### config.mk
export PLATFORM = sky130hd
export DESIGN_NAME = alu_op_sequencer
export DESIGN_NICKNAME = d
export VERILOG_FILES = /design/src/rtl/alu_seq_pkg.sv /design/src/rtl/alu_op_sequencer.sv
export SDC_FILE = /design/constraint.sdc
export NUM_CORES = 1
export LEC_CHECK = 0
export ABC_AREA = 1
export CORE_MARGIN = 2
export CORE_UTILIZATION = 45
export CTS_BUF_LIST = sky130_fd_sc_hd__clkbuf_2 sky130_fd_sc_hd__clkbuf_4 sky130_fd_sc_hd__clkbuf_8
export DETAILED_ROUTE_END_ITERATION = 12
export MAX_ROUTING_LAYER = met4
export PLACE_DENSITY = 0.84
export SLEW_MARGIN = 20
export SYNTH_ARGS = -nofsm -noshare
export SYNTH_HDL_FRONTEND = slang
export SYNTH_SLANG_ARGS = --single-unit
export TNS_END_PERCENT = 50
### constraint.sdc
create_clock -name clk -period 2.29 [get_ports clk]
set_clock_uncertainty 0.15 [all_clocks]
set_input_delay 0.458 -clock clk [delete_from_list [all_inputs] [get_ports clk]]
set_output_delay 0.458 -clock clk [all_outputs]
set_load 0.02 [all_outputs]
### src/rtl/alu_seq_pkg.sv
// alu_seq_pkg: shared definitions for the ALU command sequencer.
//   - ALU opcode constants (the select codes driven on alu_s)
//   - FSM state encoding for alu_op_sequencer
//   - sel_flag(): masks the ALU carry/borrow so that only add/sub report it
package alu_seq_pkg;

    localparam logic [1:0] OP_ADD = 2'b00;
    localparam logic [1:0] OP_SUB = 2'b01;
    localparam logic [1:0] OP_CMP = 2'b10;
    localparam logic [1:0] OP_AND = 2'b11;

    localparam logic [1:0] ST_IDLE  = 2'd0;
    localparam logic [1:0] ST_DRIVE = 2'd1;
    localparam logic [1:0] ST_RESP  = 2'd2;

    // The ALU leaves carry/borrow undriven (X) for compare and and.
    // The selection is made on the opcode alone, so an X on cb can
    // never reach the result for those opcodes.
    function automatic logic sel_flag(input logic [1:0] op, input logic cb);
        return (op == OP_ADD || op == OP_SUB) ? cb : 1'b0;
    endfunction

endpackage

### src/rtl/alu_op_sequencer.sv
// alu_op_sequencer: issues one command at a time to a combinational 4-bit
// style ALU, holds the operands for SETTLE cycles, captures the result and
// returns it on a response handshake.
//
// Parameters:
//   WIDTH  - operand/result width (>= 3)
//   SETTLE - cycles operands are held before the result is sampled (>= 1)
//   CNT_W  - width of the wrapping completed-operation counter
//
// Ports:
//   clk, rst_n                      clock, asynchronous active-low reset
//   cmd_valid/cmd_ready             command handshake
//   cmd_op, cmd_a, cmd_b            opcode and operands
//   cmd_chain                       (ALU_SEQ_CHAIN_EN only) take A from last result
//   alu_s, alu_a, alu_b             registered ALU select and operands
//   alu_result, alu_cb, alu_cmp     ALU outputs
//   rsp_valid/rsp_ready             response handshake
//   rsp_op, rsp_data, rsp_flag      response opcode, data and carry/borrow
//   busy                            sequencer not idle
//   op_count                        completed responses (wraps)
//
// Optional feature macro: ALU_SEQ_CHAIN_EN adds cmd_chain; when set on
// acceptance, alu_a is loaded from the last completed rsp_data.
module alu_op_sequencer
    import alu_seq_pkg::*;
#(
    parameter int WIDTH  = 4,
    parameter int SETTLE = 1,
    parameter int CNT_W  = 8
) (
    input  logic              clk,
    input  logic              rst_n,
    input  logic              cmd_valid,
    output logic              cmd_ready,
    input  logic [1:0]        cmd_op,
    input  logic [WIDTH-1:0]  cmd_a,
    input  logic [WIDTH-1:0]  cmd_b,
`ifdef ALU_SEQ_CHAIN_EN
    input  logic              cmd_chain,
`endif
    output logic [1:0]        alu_s,
    output logic [WIDTH-1:0]  alu_a,
    output logic [WIDTH-1:0]  alu_b,
    input  logic [WIDTH-1:0]  alu_result,
    input  logic              alu_cb,
    input  logic [2:0]        alu_cmp,
    output logic              rsp_valid,
    input  logic              rsp_ready,
    output logic [1:0]        rsp_op,
    output logic [WIDTH-1:0]  rsp_data,
    output logic              rsp_flag,
    output logic              busy,
    output logic [CNT_W-1:0]  op_count
);

    localparam int SCNT_W = (SETTLE > 1) ? $clog2(SETTLE) : 1;
    localparam logic [SCNT_W-1:0] SETTLE_LOAD = SCNT_W'(SETTLE - 1);

    generate
        if (WIDTH < 3) begin : g_bad_width
            $error("alu_op_sequencer: WIDTH must be >= 3");
        end
        if (SETTLE < 1) begin : g_bad_settle
            $error("alu_op_sequencer: SETTLE must be >= 1");
        end
    endgenerate

    logic [1:0]        state;
    logic [SCNT_W-1:0] settle_cnt;
    logic [WIDTH-1:0]  a_next;
    logic [WIDTH-1:0]  cap_data;
    logic              accept;
    logic              sample;
    logic              handshake;

    assign cmd_ready = (state == ST_IDLE);
    assign busy      = (state != ST_IDLE);
    assign accept    = (state == ST_IDLE) && cmd_valid;
    assign sample    = (state == ST_DRIVE) && (settle_cnt == '0);
    assign handshake = (state == ST_RESP) && rsp_ready;

    // rsp_data only changes on a capture and is not cleared after the
    // handshake, so in IDLE it is exactly the last completed result.
    always_comb begin
`ifdef ALU_SEQ_CHAIN_EN
        a_next = cmd_chain ? rsp_data : cmd_a;
`else
        a_next = cmd_a;
`endif
    end

    // Compare returns the 3-bit vector zero-extended; everything else
    // returns the ALU result bus.
    always_comb begin
        cap_data = alu_result;
        if (alu_s == OP_CMP) begin
            cap_data = WIDTH'(alu_cmp);
        end
    end

    // Control: FSM, settle counter, response valid, completion counter
    always_ff @(posedge clk or negedge rst_n) begin
        if (!rst_n) begin
            state      <= ST_IDLE;
            settle_cnt <= '0;
            rsp_valid  <= 1'b0;
            op_count   <= '0;
        end else begin
            case (state)
                ST_IDLE: begin
                    if (accept) begin
                        settle_cnt <= SETTLE_LOAD;
                        state      <= ST_DRIVE;
                    end
                end
                ST_DRIVE: begin
                    if (sample) begin
                        rsp_valid <= 1'b1;
                        state     <= ST_RESP;
                    end else begin
                        settle_cnt <= settle_cnt - SCNT_W'(1);
                    end
                end
                ST_RESP: begin
                    if (handshake) begin
                        rsp_valid <= 1'b0;
                        op_count  <= op_count + CNT_W'(1);
                        state     <= ST_IDLE;
                    end
                end
                default: begin
                    state <= ST_IDLE;
                end
            endcase
        end
    end

    // Datapath: ALU drive registers change only on acceptance; response
    // registers change only on the sampling edge.
    always_ff @(posedge clk or negedge rst_n) begin
        if (!rst_n) begin
            alu_s    <= '0;
            alu_a    <= '0;
            alu_b    <= '0;
            rsp_op   <= '0;
            rsp_data <= '0;
            rsp_flag <= 1'b0;
        end else begin
            if (accept) begin
                alu_s  <= cmd_op;
                alu_a  <= a_next;
                alu_b  <= cmd_b;
                rsp_op <= cmd_op;
            end
            if (sample) begin
                rsp_data <= cap_data;
                rsp_flag <= sel_flag(alu_s, alu_cb);
            end
        end
    end

endmodule

==> reports/qor.log <==
[job] # Max-Cap Violations 0
[yosys] area fraction in compound gates after synthesis 0.04284
[grt] global-route usage over all layers 0.1717
[pwr] worst supply voltage drop on vdd 0.7697 mV
[route] number of vias in the routed layout 1005
[min_path] type of the worst min-delay path primary input to async pin
[critical_path] critical path peak fanout 5
[cts] number of H-tree levels 1
[sta] final critical delay including setup and external delays 2203 ps
[sta] measured slew at the worst slew-check pin 338.3 ps
[yosys] share of the synthesized netlist area taken by xor and xnor gates 0.02926
[final_layout] final net count 206
[critical_path] number of cells on the worst reg-to-reg path 5
[critical_path] delay of the slowest critical-path stage 530 ps
[placed_design] number of I/O port buffers 49
[route] final wirelength 2388 µm
[critical_path] Worst Path Arrival 1590 ps
[die] CORE AREA 2500 µm²
[sta] worst hold-check slack 335.6 ps
[yosys] Unique masters post-synth 19
[sta] tightest slew margin relative to the limit 0.7725
[yosys] combinational family with the most area after synthesis simple AND/OR/NAND/NOR gates
[cts] CTS Root Cell clkbuf_4
[yosys] net count after synthesis 155
[cts] worst-skew pair later-pin latency 330 ps
[critical_path] critical path startpoint category flop
[route] first-pass iteration count of the detailed router 4
[critical_path] critical-path cell list nor2_2, inv_1, clkdlybuf4s50_1
[die] count of standard-cell rows 18
[sta] final worst path period share 0.9619
[grt] number of global-route vias before repair 977
[yosys] multiplexer fraction of the synthesized cell area 0
[sta] Finish-stage setup viols 0
[cts] clock tree from TritonCTS done
[sta] unrepaired setup endpoints after global routing no
[critical_path] data required time at the worst endpoint 1680 ps
[die] DIE HEIGHT 55.59 µm
[die] die area 3090 µm²
[sta] setup TNS 0 ps
[critical_path] Critical Setup Path Class flop to primary output
[route] remaining design rule violation count 0
[critical_path] Buffers & Inverters on Critical Path 2
[critical_path] slowest stage cell on the critical path clkdlybuf4s50_1
[grt] antenna violations before repair 0
[placed_design] dpl hpwl 1866 µm
[cts] hold_buf cts 0
[pwr] Power Density 1205 nW/µm²
[die] x dimension of the die 55.59 µm
[pwr] Leakage 0.8306 nW
[route] number of vias per cell 4.741
[grt] fraction of met2 tracks used by global routing 0.2840
[final_layout] leading cell types in the layout, fill and taps excluded nand2_1, clkdlybuf4s50_1, dfrtp_1
[grt] first-pass GRT wire length 4181 µm
[critical_path] end of the worst register-to-register path rsp_op[1]
[final_layout] commonest non-fill, non-tap cell in the layout nand2_1
[cts] cts bufs inserted 3
[grt] pin count of the biggest net entering global routing 28
[critical_path] Setup crit end kind primary output
[cts] maximum number of buffers from clock root to sink 2
[die] I/O pin total 50
[grt] GR met1 Demand/Resource 0.2173
[placed_design] Final Wtd Congestion 0.7192
[yosys] post-synthesis instance area 1197 µm²
[status] run status finished clean
[cts] clock tree sinks 27
[die] initial core utilization 0.4790
[yosys] post-synthesis share of cell area spent on full adders, half adders and majority gates 0.01045
[yosys] Ys Warns 0
[yosys] synthesized netlist cell count 132
[yosys] part of the Yosys area used for sequential elements 0.5643
[grt] grt total ovfl 0
[grt] met3 Resource Use GR 0.02093
[route] post-detailed-route count of antenna-violating nets 0
[cts] clock slew seen by the registers of the worst setup and hold paths 150 ps
[critical_path] slack of the worst reg-to-reg path 780 ps
[yosys] synthesized flop and latch total 27
[yosys] area share of and/or/nand/nor cells after synthesis 0.2811
[yosys] per-instance average area after synthesis 9.071 µm²
[final_layout] ratio of cells with drive above 1 in the final layout 0.08242
[final_layout] Syn-to-layout area delta 44.41%
[route] 1st-iter DRT viols 11
[sta] total count of max-transition violations in the final report 0
[critical_path] startpoint of the worst register-to-register path state[1]
[final_layout] diode count 0
[sta] timing-limited maximum frequency 454.0 MHz
[route] post-detailed-route wirelength per cell 11.26 µm
[grt] busiest grt layer met2
[sta] number of endpoints with negative hold slack in the final report 0
[critical_path] kind of cell with the highest combined delay on the critical path buffers and inverters
[area by class of cell]
cell class | count | area, µm²
sequential | 27 | 676.9
multi-input combinational | 87 | 435.4
inverter | 14 | 52.55
tap | 30 | 37.54
timing repair buffer | 50 | 496.7
clock inverter | 1 | 7.507
fill | 204 | 770.7
clock buffer | 3 | 22.52
[cells by family (layout without fill, tap and decap cells)]
group	Yosys count	in the layout
buffers and inverters	18	68
AOI/OAI and AO/OA	9	9
and+or+nand+nor	73	73
adders and majority gates	1	1
xor gates and xnor gates	4	4
DFF	27	27
[worst reg2reg max path, delay by kind of cell, from the launching register on]
family                 cells  cell delay (ps)
flip-flops                 1              490
AND/OR/NAND/NOR            3              470
AO/OA/AOI/OAI              1               60
buffers and inverters      1              280
[worst max-delay path by stage]
stage	start	end	cells after the start
floorplan	state[1]	busy	2
global placement	state[1]	cmd_ready	2
detailed placement	state[1]	cmd_ready	2
CTS	state[1]	busy	3
global route	state[1]	busy	3
finish	state[1]	busy	3
[flip-flops by register name, indices dropped and copies added, names as in the netlist]
register    flops
settle_cnt      1
rsp_flag        1
alu_b           4
alu_a           4
state           2
rsp_op          2
rsp_data        4
op_count        8
rsp_valid       1
[synth_stat cells (all sizes together)]
| library cell | instances | area [µm²] |
|---|---|---|
| nand2 | 55 | 211.5 |
| dfrtp | 27 | 675.7 |
| inv | 14 | 52.55 |
| nor2 | 9 | 53.80 |
| o21ai | 8 | 43.79 |
| nand3 | 7 | 47.55 |
| buf | 4 | 33.78 |
| xnor2 | 2 | 17.52 |
| xor2 | 2 | 17.52 |
| ha | 1 | 12.51 |
| nand3b | 1 | 7.510 |
| nor3 | 1 | 16.27 |
| o31ai | 1 | 7.510 |
[per-layer routing]
metal	vias up	wire length [µm]
li1	501	-
met1	463	1109
met2	37	1109
met3	4	136
met4	0	33
met5	-	0
[power breakdown]
| part | total [W] | switching, W | internal [W] |
|---|---|---|---|
| Sequential | 0.000802 | 0.000144 | 0.000658 |
| Clock | 0.000210 | 0.000143 | 0.0000668 |
| Combinational | 0.00107 | 0.000578 | 0.000494 |
| Total | 0.00208 | 0.000865 | 0.00122 |
[repair_timing]
item / in CTS / in global routing
setup buffers: 0 / 0
gates resized for setup: 1 / 1
pin swaps: 0 / 0
endpoints found under the setup margin: 1 / 1
[stage by stage]
stage | std cells | setup slack, ps | total power [W] | instance area, µm² | util
after floorplan | 132 | 755.7 | 0.001402 | 1197 | -
after detailed placement | 208 | 390.0 | 0.001898 | 1699 | 0.6797
final | 212 | 87.31 | 0.002084 | 1729 | 0.6917
after CTS | 212 | 43.32 | 0.002108 | 1728 | 0.6912
after global routing | 212 | 15.55 | 0.002222 | 1729 | 0.6917
after global placement | 208 | 413.0 | 0.001866 | 1699 | 0.6797
(Power assumes the default switching activity.)
